==> src/rtl/rx_buff_pkg.sv <==
// ----------------------------------------------------------------------------
// rx_buff_pkg
// Shared definitions for the HDLC receive frame buffer:
//   - wr_state_t : write-side FSM states
//   - DEF_*      : default parameter values for rx_frame_buff / rx_slot_mem
//   - CNT_W      : word-count width for the default DEPTH ($clog2(DEPTH+1))
//   - PTR_W      : slot-pointer width for the default NUM_SLOTS
// ----------------------------------------------------------------------------
package rx_buff_pkg;

    localparam int DEF_DATA_W    = 8;
    localparam int DEF_DEPTH     = 128;
    localparam int DEF_NUM_SLOTS = 2;
    localparam int DEF_FCS_BYTES = 2;

    localparam int CNT_W = $clog2(DEF_DEPTH + 1);
    localparam int PTR_W = $clog2(DEF_NUM_SLOTS);

    typedef enum logic [1:0] {
        WR_IDLE = 2'd0,   // waiting for the first word of a frame
        WR_FILL = 2'd1,   // storing words into the claimed slot
        WR_SKIP = 2'd2    // no slot was free; swallow the frame until it ends
    } wr_state_t;

endpackage

==> src/rtl/rx_slot_mem.sv <==
// ----------------------------------------------------------------------------
// rx_slot_mem
// One frame slot: DEPTH x DATA_W word storage plus the slot's full flag and
// committed payload size.
// Ports:
//   Clk, Rst             clock, asynchronous active-low reset
//   WrEn/WrIdx/WrData    store one word (visible on the next edge)
//   Commit/CommitSize    mark the slot full with the given payload size
//   RelSlot              mark the slot free again
//   RdIdx/RdData         combinational read of one stored word
//   Full, Size           slot status
// ----------------------------------------------------------------------------
module rx_slot_mem
    import rx_buff_pkg::*;
#(
    parameter int DATA_W = DEF_DATA_W,
    parameter int DEPTH  = DEF_DEPTH,
    parameter int CNT_W  = rx_buff_pkg::CNT_W,
    parameter int IDX_W  = $clog2(DEPTH)
) (
    input  logic              Clk,
    input  logic              Rst,
    input  logic              WrEn,
    input  logic [IDX_W-1:0]  WrIdx,
    input  logic [DATA_W-1:0] WrData,
    input  logic              Commit,
    input  logic [CNT_W-1:0]  CommitSize,
    input  logic              RelSlot,
    input  logic [IDX_W-1:0]  RdIdx,
    output logic [DATA_W-1:0] RdData,
    output logic              Full,
    output logic [CNT_W-1:0]  Size
);

    // Word storage carries no reset: contents only matter once committed.
    logic [DATA_W-1:0] mem [DEPTH];

    always_ff @(posedge Clk) begin
        if (WrEn) begin
            mem[WrIdx] <= WrData;
        end
    end

    // First-word fall-through: the reader sees the word without a wait state.
    assign RdData = mem[RdIdx];

    // Commit and release never target the same slot in one cycle: a slot is
    // only written while free and only released while full.
    always_ff @(posedge Clk or negedge Rst) begin
        if (!Rst) begin
            Full <= 1'b0;
            Size <= '0;
        end else if (Commit) begin
            Full <= 1'b1;
            Size <= CommitSize;
        end else if (RelSlot) begin
            Full <= 1'b0;
        end
    end

endmodule

==> src/rtl/rx_frame_buff.sv <==
// ----------------------------------------------------------------------------
// rx_frame_buff
// Multi-slot receive frame buffer between the HDLC byte assembler/FCS checker
// and the host RX register interface. Frames are written into a ring of
// NUM_SLOTS slots and handed to the reader in arrival order; aborted, errored,
// runt and overflowed frames are discarded, FCS words are excluded from size.
// Ports:
//   Clk, Rst                  clock, asynchronous active-low reset
//   DataBuff, WrBuff          incoming word and its write strobe
//   EoF, FrameError,
//   AbortedFrame              end / error / abort status of the incoming frame
//   ReadBuff, Drop            consume one word / discard the head frame
//   RxReady, RxDataBuffOut,
//   FrameSize                 head frame status, current word and payload size
//   Overflow                  incoming frame exceeded DEPTH words (sticky)
//   FrameLost                 pulse: incoming frame dropped, no slot free
//   SlotsUsed                 committed slots not yet released
// ----------------------------------------------------------------------------
module rx_frame_buff
    import rx_buff_pkg::*;
#(
    parameter int DATA_W    = DEF_DATA_W,
    parameter int DEPTH     = DEF_DEPTH,
    parameter int NUM_SLOTS = DEF_NUM_SLOTS,
    parameter int FCS_BYTES = DEF_FCS_BYTES
) (
    input  logic                           Clk,
    input  logic                           Rst,
    input  logic [DATA_W-1:0]              DataBuff,
    input  logic                           WrBuff,
    input  logic                           EoF,
    input  logic                           FrameError,
    input  logic                           AbortedFrame,
    input  logic                           ReadBuff,
    input  logic                           Drop,
    output logic                           RxReady,
    output logic [DATA_W-1:0]              RxDataBuffOut,
    output logic [$clog2(DEPTH+1)-1:0]     FrameSize,
    output logic                           Overflow,
    output logic                           FrameLost,
    output logic [$clog2(NUM_SLOTS+1)-1:0] SlotsUsed
);

    localparam int CntW  = $clog2(DEPTH + 1);
    localparam int PtrW  = $clog2(NUM_SLOTS);
    localparam int IdxW  = $clog2(DEPTH);
    localparam int UsedW = $clog2(NUM_SLOTS + 1);

    wr_state_t       wrState;
    logic [CntW-1:0] wrCnt;
    logic [PtrW-1:0] wrPtr;
    logic [PtrW-1:0] rdPtr;
    logic [CntW-1:0] rdIdx;

    logic [NUM_SLOTS-1:0] slotFull;
    logic [CntW-1:0]      slotSize [NUM_SLOTS];
    logic [DATA_W-1:0]    slotData [NUM_SLOTS];

    // ---------------- write-side decode ----------------
    logic            frameEnd;
    logic            startFrame;
    logic            storeWord;
    logic            commitOk;
    logic [IdxW-1:0] wrIdx;

    assign frameEnd   = FrameError || AbortedFrame;
    // Slots fill and drain in ring order, so the slot at wrPtr is free
    // exactly when at least one slot is free.
    assign startFrame = (wrState == WR_IDLE) && WrBuff && !slotFull[wrPtr];
    // EoF outranks a same-cycle word, and an error/abort outranks a word too.
    assign storeWord  = startFrame ||
                        ((wrState == WR_FILL) && !EoF && !frameEnd && WrBuff &&
                         (wrCnt < CntW'(DEPTH)));
    assign commitOk   = (wrState == WR_FILL) && EoF && !frameEnd && !Overflow &&
                        (wrCnt > CntW'(FCS_BYTES));
    assign wrIdx      = startFrame ? '0 : wrCnt[IdxW-1:0];

    // ---------------- read-side decode ----------------
    logic            headFull;
    logic [CntW-1:0] headSize;
    logic            relHead;
    logic            stepIdx;
    logic            lastWord;

    assign headFull = slotFull[rdPtr];
    assign headSize = slotSize[rdPtr];
    assign lastWord = (rdIdx == headSize - CntW'(1));
    // Drop wins over a simultaneous ReadBuff.
    assign relHead  = headFull && (Drop || (ReadBuff && lastWord));
    assign stepIdx  = headFull && !Drop && ReadBuff && !lastWord;

    // ---------------- slots ----------------
    generate
        for (genvar gi = 0; gi < NUM_SLOTS; gi++) begin : gSlot
            rx_slot_mem #(
                .DATA_W (DATA_W),
                .DEPTH  (DEPTH),
                .CNT_W  (CntW),
                .IDX_W  (IdxW)
            ) uSlot (
                .Clk        (Clk),
                .Rst        (Rst),
                .WrEn       (storeWord && (wrPtr == PtrW'(gi))),
                .WrIdx      (wrIdx),
                .WrData     (DataBuff),
                .Commit     (commitOk && (wrPtr == PtrW'(gi))),
                .CommitSize (wrCnt - CntW'(FCS_BYTES)),
                .RelSlot    (relHead && (rdPtr == PtrW'(gi))),
                .RdIdx      (rdIdx[IdxW-1:0]),
                .RdData     (slotData[gi]),
                .Full       (slotFull[gi]),
                .Size       (slotSize[gi])
            );
        end
    endgenerate

    // ---------------- write FSM ----------------
    always_ff @(posedge Clk or negedge Rst) begin
        if (!Rst) begin
            wrState   <= WR_IDLE;
            wrCnt     <= '0;
            wrPtr     <= '0;
            Overflow  <= 1'b0;
            FrameLost <= 1'b0;
        end else begin
            FrameLost <= 1'b0;
            case (wrState)
                WR_IDLE: begin
                    if (WrBuff) begin
                        if (!slotFull[wrPtr]) begin
                            wrCnt   <= CntW'(1);
                            wrState <= WR_FILL;
                        end else begin
                            FrameLost <= 1'b1;
                            wrState   <= WR_SKIP;
                        end
                    end
                end
                WR_FILL: begin
                    if (EoF) begin
                        if (commitOk) begin
                            wrPtr <= wrPtr + PtrW'(1);
                        end
                        Overflow <= 1'b0;
                        wrState  <= WR_IDLE;
                    end else if (frameEnd) begin
                        Overflow <= 1'b0;
                        wrState  <= WR_IDLE;
                    end else if (WrBuff) begin
                        if (wrCnt < CntW'(DEPTH)) begin
                            wrCnt <= wrCnt + CntW'(1);
                        end else begin
                            Overflow <= 1'b1;
                        end
                    end
                end
                WR_SKIP: begin
                    if (EoF || frameEnd) begin
                        wrState <= WR_IDLE;
                    end
                end
                default: wrState <= WR_IDLE;
            endcase
        end
    end

    // ---------------- read pointers and occupancy ----------------
    always_ff @(posedge Clk or negedge Rst) begin
        if (!Rst) begin
            rdPtr     <= '0;
            rdIdx     <= '0;
            SlotsUsed <= '0;
        end else begin
            if (relHead) begin
                rdIdx <= '0;
                rdPtr <= rdPtr + PtrW'(1);
            end else if (stepIdx) begin
                rdIdx <= rdIdx + CntW'(1);
            end
            // Commit and release in the same cycle cancel out.
            case ({commitOk, relHead})
                2'b10:   SlotsUsed <= SlotsUsed + UsedW'(1);
                2'b01:   SlotsUsed <= SlotsUsed - UsedW'(1);
                default: SlotsUsed <= SlotsUsed;
            endcase
        end
    end

    // ---------------- output mux ----------------
    assign RxReady       = headFull;
    assign RxDataBuffOut = headFull ? slotData[rdPtr] : '0;
    assign FrameSize     = headFull ? headSize : '0;

endmodule
==> config.mk <==
export PLATFORM = sky130hd
export DESIGN_NAME = rx_frame_buff
export DESIGN_NICKNAME = d
export VERILOG_FILES = /design/src/rtl/rx_buff_pkg.sv /design/src/rtl/rx_slot_mem.sv /design/src/rtl/rx_frame_buff.sv
export SDC_FILE = /design/constraint.sdc
export NUM_CORES = 2
export LEC_CHECK = 0
export BUFFER_PORTS_ARGS = -buffer_cell sky130_fd_sc_hd__buf_4
export CAP_MARGIN = 20
export CELL_PAD_IN_SITES_DETAIL_PLACEMENT = 0
export CELL_PAD_IN_SITES_GLOBAL_PLACEMENT = 1
export CORE_MARGIN = 2
export CORE_UTILIZATION = 40
export DETAILED_ROUTE_END_ITERATION = 12
export PLACE_DENSITY = 0.59
export SLEW_MARGIN = 15
export SYNTH_ARGS = -nofsm -noshare
export SYNTH_HDL_FRONTEND = slang
export SYNTH_HIERARCHICAL = 1
export SYNTH_SLANG_ARGS = --single-unit
==> constraint.sdc <==
create_clock -name Clk -period 3.4 [get_ports Clk]
set_clock_uncertainty 0.05 [all_clocks]
set_input_delay 0.17 -clock Clk [delete_from_list [all_inputs] [get_ports Clk]]
set_output_delay 0.17 -clock Clk [all_outputs]
set_load 0.02 [all_outputs]
=== Word-level counts from Yosys, hierarchy flattened ===
Memories as Yosys holds them, arrays and structs flattened.
Index checks and enable logic that the tools add are counted.

* Bits in registers: 42
* Bits in writable memories: 2,048
* Bits of input ports: 16
* Output and inout port bits: 21
* Logic and storage cells: 130
* Memories: 2

{| class="wikitable"
|+ Memory list
! name !! words !! bits a word !! rd ports !! clocked after Yosys merged registers in !! wr ports !! line !! source
|-
| gSlot[0].uSlot.mem || 128 || 8 || 1 || 0 || 1 || rx_slot_mem.sv:36 || <nowiki>logic [DATA_W-1:0] mem [DEPTH];</nowiki>
|-
| gSlot[1].uSlot.mem || 128 || 8 || 1 || 0 || 1 || rx_slot_mem.sv:36 ||
|}

* Add/subtract/negate cells: 8
* Magnitude comparators: 5
* Eq/ne operators: 14
* Muxes and demuxes: 44
* Bitwise gates (word level): 3
* Reduce and logical (&&, ||, !) cells: 42

{| class="wikitable"
|+ Operator list
! operator !! count
|-
| $mux W8 || 16
|-
| $logic_and A1 B1 Y1 || 21
|-
| $mux W1 || 19
|-
| $add A8 B1 Y8 const B || 2
|-
| $pmux W8 S2 || 1
|-
| $ne A2 B2 Y1 const B || 7
|-
| $mux W2 || 5
|-
| $reduce_bool A2 Y1 || 5
|-
| $reduce_and A3 Y1 || 3
|-
| $eq A8 B8 Y1 || 1
|-
| $gt A8 B2 Y1 const B || 1
|-
| $lt A8 B8 Y1 const B || 1
|-
| $sub A8 B1 Y8 const B || 1
|-
| $sub A8 B2 Y8 const B || 1
|-
| $mux W7 || 1
|-
| $reduce_and A7 Y1 || 1
|-
| $logic_not A1 Y1 || 6
|-
| $ne A3 B3 Y1 const B || 2
|-
| $pmux W2 S3 || 1
|-
| $eq A2 B1 Y1 const B || 2
|-
| $eq A2 B2 Y1 const B || 2
|-
| $logic_or A1 B1 Y1 || 4
|-
| $lt A1 B2 Y1 const B || 2
|-
| $pmux W2 S2 || 1
|-
| 8 further kinds || 10
|}

=== Logic depth before layout (Yosys ltp) ===
* Depth in word-level cells: 12
* Gate-level depth with buffers: 15
* Depth with buffers taken out: 12

=== Hierarchy ===
Netlist, hierarchy kept.

{| class="wikitable"
|+ By module, submodules not included
! module !! times used !! cells each !! area an instance (um2) !! seq. area each (um2)
|-
| rx_slot_mem || 2 || 1,647 || 39,810.7 || 30,974.7
|-
| rx_frame_buff || 1 || 231 || 1,944.4 || 600.6
|}

=== Worst setup path after synthesis ===
Ideal clock, no wire load.

* Path kind: register -> output
* Start point: register rdIdx[0]
* End point: output port RxDataBuffOut[0]
* Arrival: 3.091 ns
* Data required time: 3.180 ns
* Slack: 0.089 ns
* Stages on the path, launching flop included: 9
* Cells stage by stage: dfrtp_1 -> clkbuf_1 -> clkbuf_1 -> mux4_2 -> mux4_2 -> mux4_2 -> mux2_2 -> mux2i_1 -> nor2_1

{| class="wikitable"
|+ RTL lines
! what !! line !! source
|-
| start, declared || rx_frame_buff.sv:53 || <nowiki>logic [CntW-1:0] rdIdx;</nowiki>
|-
| start signal, assigned || rx_frame_buff.sv:178 || <nowiki>rdIdx <= rdIdx + CntW'(1);</nowiki>
|-
| end, declared || rx_frame_buff.sv:37 || <nowiki>output logic [DATA_W-1:0] RxDataBuffOut,</nowiki>
|}

==> impl_metrics.env <==
export IMPL_finalCritPeriodShare_pct=138.1
export IMPL_io_buffers=36
export IMPL_drc=0
export IMPL_relSlewSlack_pct=23.53
export IMPL_routed_via_density=5.538
export IMPL_cts_buffers=212
export IMPL_setup_viol=8
export IMPL_yosys_warnings=6
export IMPL_synth_common_cells="edfxtp_1, mux4_2, nor2_1"
export IMPL_maxSlewViolCount=0
export IMPL_dp_hpwl_mm=132.4
export IMPL_root_buffer="clkbuf_16"
export IMPL_die_height_um=455.6
export IMPL_clock_latency_ns=0.87
export IMPL_synth_area_leaders="edfxtp_1, mux4_2, nor2_1"
export IMPL_critPathKind="reg2out"
export IMPL_syn_inst=3525
export IMPL_yosysSeqAreaShare_pct=76.69
export IMPL_hold_path_class="in2reg"
export IMPL_power_density_nw_per_um2=662.4
export IMPL_die_w_um=455.6
export IMPL_fmax_mhz=213.0
export IMPL_drtIter0Drc=4595
export IMPL_rsz0062_at_grt="true"
export IMPL_synth_edff_count=2048
export IMPL_stdcell_count=7061
export IMPL_dp_cells=6606
export IMPL_r2r_slack_ns=0.17
export IMPL_tightest_slew_ns=1.147
export IMPL_start_util_pct=40.27
export IMPL_grt_max_degree=149
export IMPL_first_global_vias=39710
export IMPL_crit_top_cell="mux4_2"
export IMPL_synth_area_leader_cell="edfxtp_1"
export IMPL_row_count=165
export IMPL_vdd_drop_max_mv=0.5784
export IMPL_overflow=0
export IMPL_drive_gt1_share_pct=38.29
export IMPL_routabilityCongestion=0.8121
export IMPL_synthesis_nets=3548
export IMPL_min_period_ns=4.695
export IMPL_ys_types=49
export IMPL_synth_most_common_cell="edfxtp_1"
export IMPL_coreArea_um2=202500
export IMPL_detail_route_antenna_nets=0
export IMPL_cpPeakStageDelay_ns=0.57
export IMPL_cp_max_fo=11
export IMPL_first_pass_iters=5
export IMPL_antenna_found_initial=12
export IMPL_arrival_ns=4.48
export IMPL_route_vias_total=39110
export IMPL_violations="setup timing"
export IMPL_cts_tree="built"
export IMPL_io_pins=37
export IMPL_status="finished with violations"
export IMPL_cp_slowest_cell="mux4_2"
export IMPL_grt_pass1_wl_mm=295.4
export IMPL_leakagePower_nw=31.15
export IMPL_cp_required_ns=3.18
export IMPL_critPathTopFamily="multiplexers"
export IMPL_cap_violations=0
export IMPL_ys_async_sr_fraction_pct=2.010
export IMPL_synthFlopType="edfxtp_1"
export IMPL_syn_to_final_growth_pct=19.73
export IMPL_fin_util_pct=48.22
export IMPL_worst_path_buf_inv=4
export IMPL_dieArea_um2=207500
export IMPL_totalWireLength_mm=207.1
export IMPL_clkTransAtPathRegs_ns=0.06
export IMPL_clockBufferDepth=3
export IMPL_cts_sinks=2090
export IMPL_ctsHtreeMaxLevel=4
export IMPL_synth_area_um2=81570
export IMPL_hold_viol=0
export IMPL_cp_end_kind="primary output"
export IMPL_synth_seq_cells=2090
export IMPL_finalWorstSetupSlack_ns=-1.295
export IMPL_nNetsFinal=4231
export IMPL_synth_top_area_share_pct=75.40
export IMPL_start_kind="register"
export IMPL_worstPathCellList="buf_12, buf_16, buf_16, mux4_2, mux4_2, mux4_2, mux2_4, mux2i_4, nor2_1, buf_4"
export IMPL_wl_per_cell_um=29.33
export IMPL_grtUsageTotal_pct=19.83
export IMPL_postSynthAreaPerCell_um2=23.14
[through the flow]
stage	area, um2	hold WS (ns)	setup slack [ns]	total power, W	TNS [ns]
finish	97660	0.2348	-1.295	0.06469	-10.03
global route	97660	0.2215	-1.352	0.06689	-10.63
CTS	97300	0.1550	-1.378	0.06526	-10.77
detailed placement	89720	0.1888	-0.7149	0.04201	-6.772
global placement	89720	0.1838	-0.7836	0.04199	-7.781
floorplan	81570	-0.1756	0.08856	0.03650	0
[layout by cell type, fill, tap and decap left out, types with 14 or more instances in the layout]
cell / netlist / layout
mux2_4: 0 / 16
nand3_1: 32 / 32
xnor2_1: 18 / 17
buf_4: 2 / 516
edfxtp_1: 2048 / 2048
clkinv_2: 0 / 38
nor2_1: 285 / 268
dlygate4sd3_1: 0 / 19
nor2b_1: 19 / 15
mux2_2: 33 / 17
dfrtp_1: 42 / 35
clkinv_1: 0 / 63
nand2_1: 38 / 37
nor3_1: 26 / 25
mux4_2: 672 / 672
buf_12: 0 / 80
buf_16: 0 / 17
buf_6: 4 / 14
clkbuf_1: 93 / 43
clkbuf_16: 0 / 216
[logic make-up after synthesis]
logic type | count (synthesis) | synth area share (%)
AO/OA/AOI/OAI | 29 | 0.2470
XOR/XNOR | 31 | 0.3329
adder cells (fa/ha/maj) | 7 | 0.1074
buffers and inverters | 202 | 1.054
flip-flops | 2090 | 76.69
multiplexers | 722 | 19.22
AND/OR/NAND/NOR | 444 | 2.353
[tightest hold or removal path, delay by kind of cell]
family	cells	cell delay (ns)
simple gates	2	0.24
buf+inv	2	0.69
[path summary, 6_finish.rpt]
check                                    endpoint  depth (start not counted)    startpoint
setup / recovery                 RxDataBuffOut[0]                         10      rdIdx[0]
hold / removal                          FrameLost                          4        WrBuff
setup reg to reg                         rdIdx[1]                         11         rdPtr
hold reg to reg                      SlotsUsed[1]                          1  SlotsUsed[1]
max in group asynchronous  gSlot[0].uSlot/Size[4]                          4           Rst
min in group asynchronous            SlotsUsed[0]                          4           Rst
[cell type report]
type,count,area [um2]
fillers,16390,104900
flip-flops and latches,2090,62570
multi-input cells,1233,18430
repair buffers,659,6526
clock buffers,255,5466
well taps,2672,3343
clock inverters,139,1276
inverters,12,45.04
diodes,1,2.502
[power by group]
part           switching [W]  total, W  internal (W)  leakage, nW
Clock                0.00997    0.0225        0.0125         3.26
Combinational        0.00680    0.0135       0.00673         8.95
Sequential          0.000166    0.0287        0.0285         18.9
Total                 0.0169    0.0647        0.0478         31.1
[state kept, by name (all words and copies together), names as in the netlist]
name              cells
wrCnt                 8
gSlot.uSlot/mem    2048
Overflow              1
rdIdx                 8
rdPtr                 1
FrameLost             1
gSlot.uSlot/Full      2
wrPtr                 1
gSlot.uSlot/Size     16
wrState               2
SlotsUsed             2
[layer usage]
layer	part of all wire [%]	vias up	track usage, %
met3	6.1	233	3.170
li1	-	16330	-
met1	44	21330	28.87
met4	1.8	2	4.313
met5	0.0068	-	0
met2	48	1213	31.74
[repair_timing]
item / CTS / global route
resized for setup: 62 / 35
hold buffers: 20 / 0
cloned: 7 / 5
buffers inserted: 15 / 17
setup endpoints to repair: 72 / 82
pin swaps: 0 / 5
hold endpoints to repair: 773 / 0
Note: power is estimated with default switching activity, not from simulation.
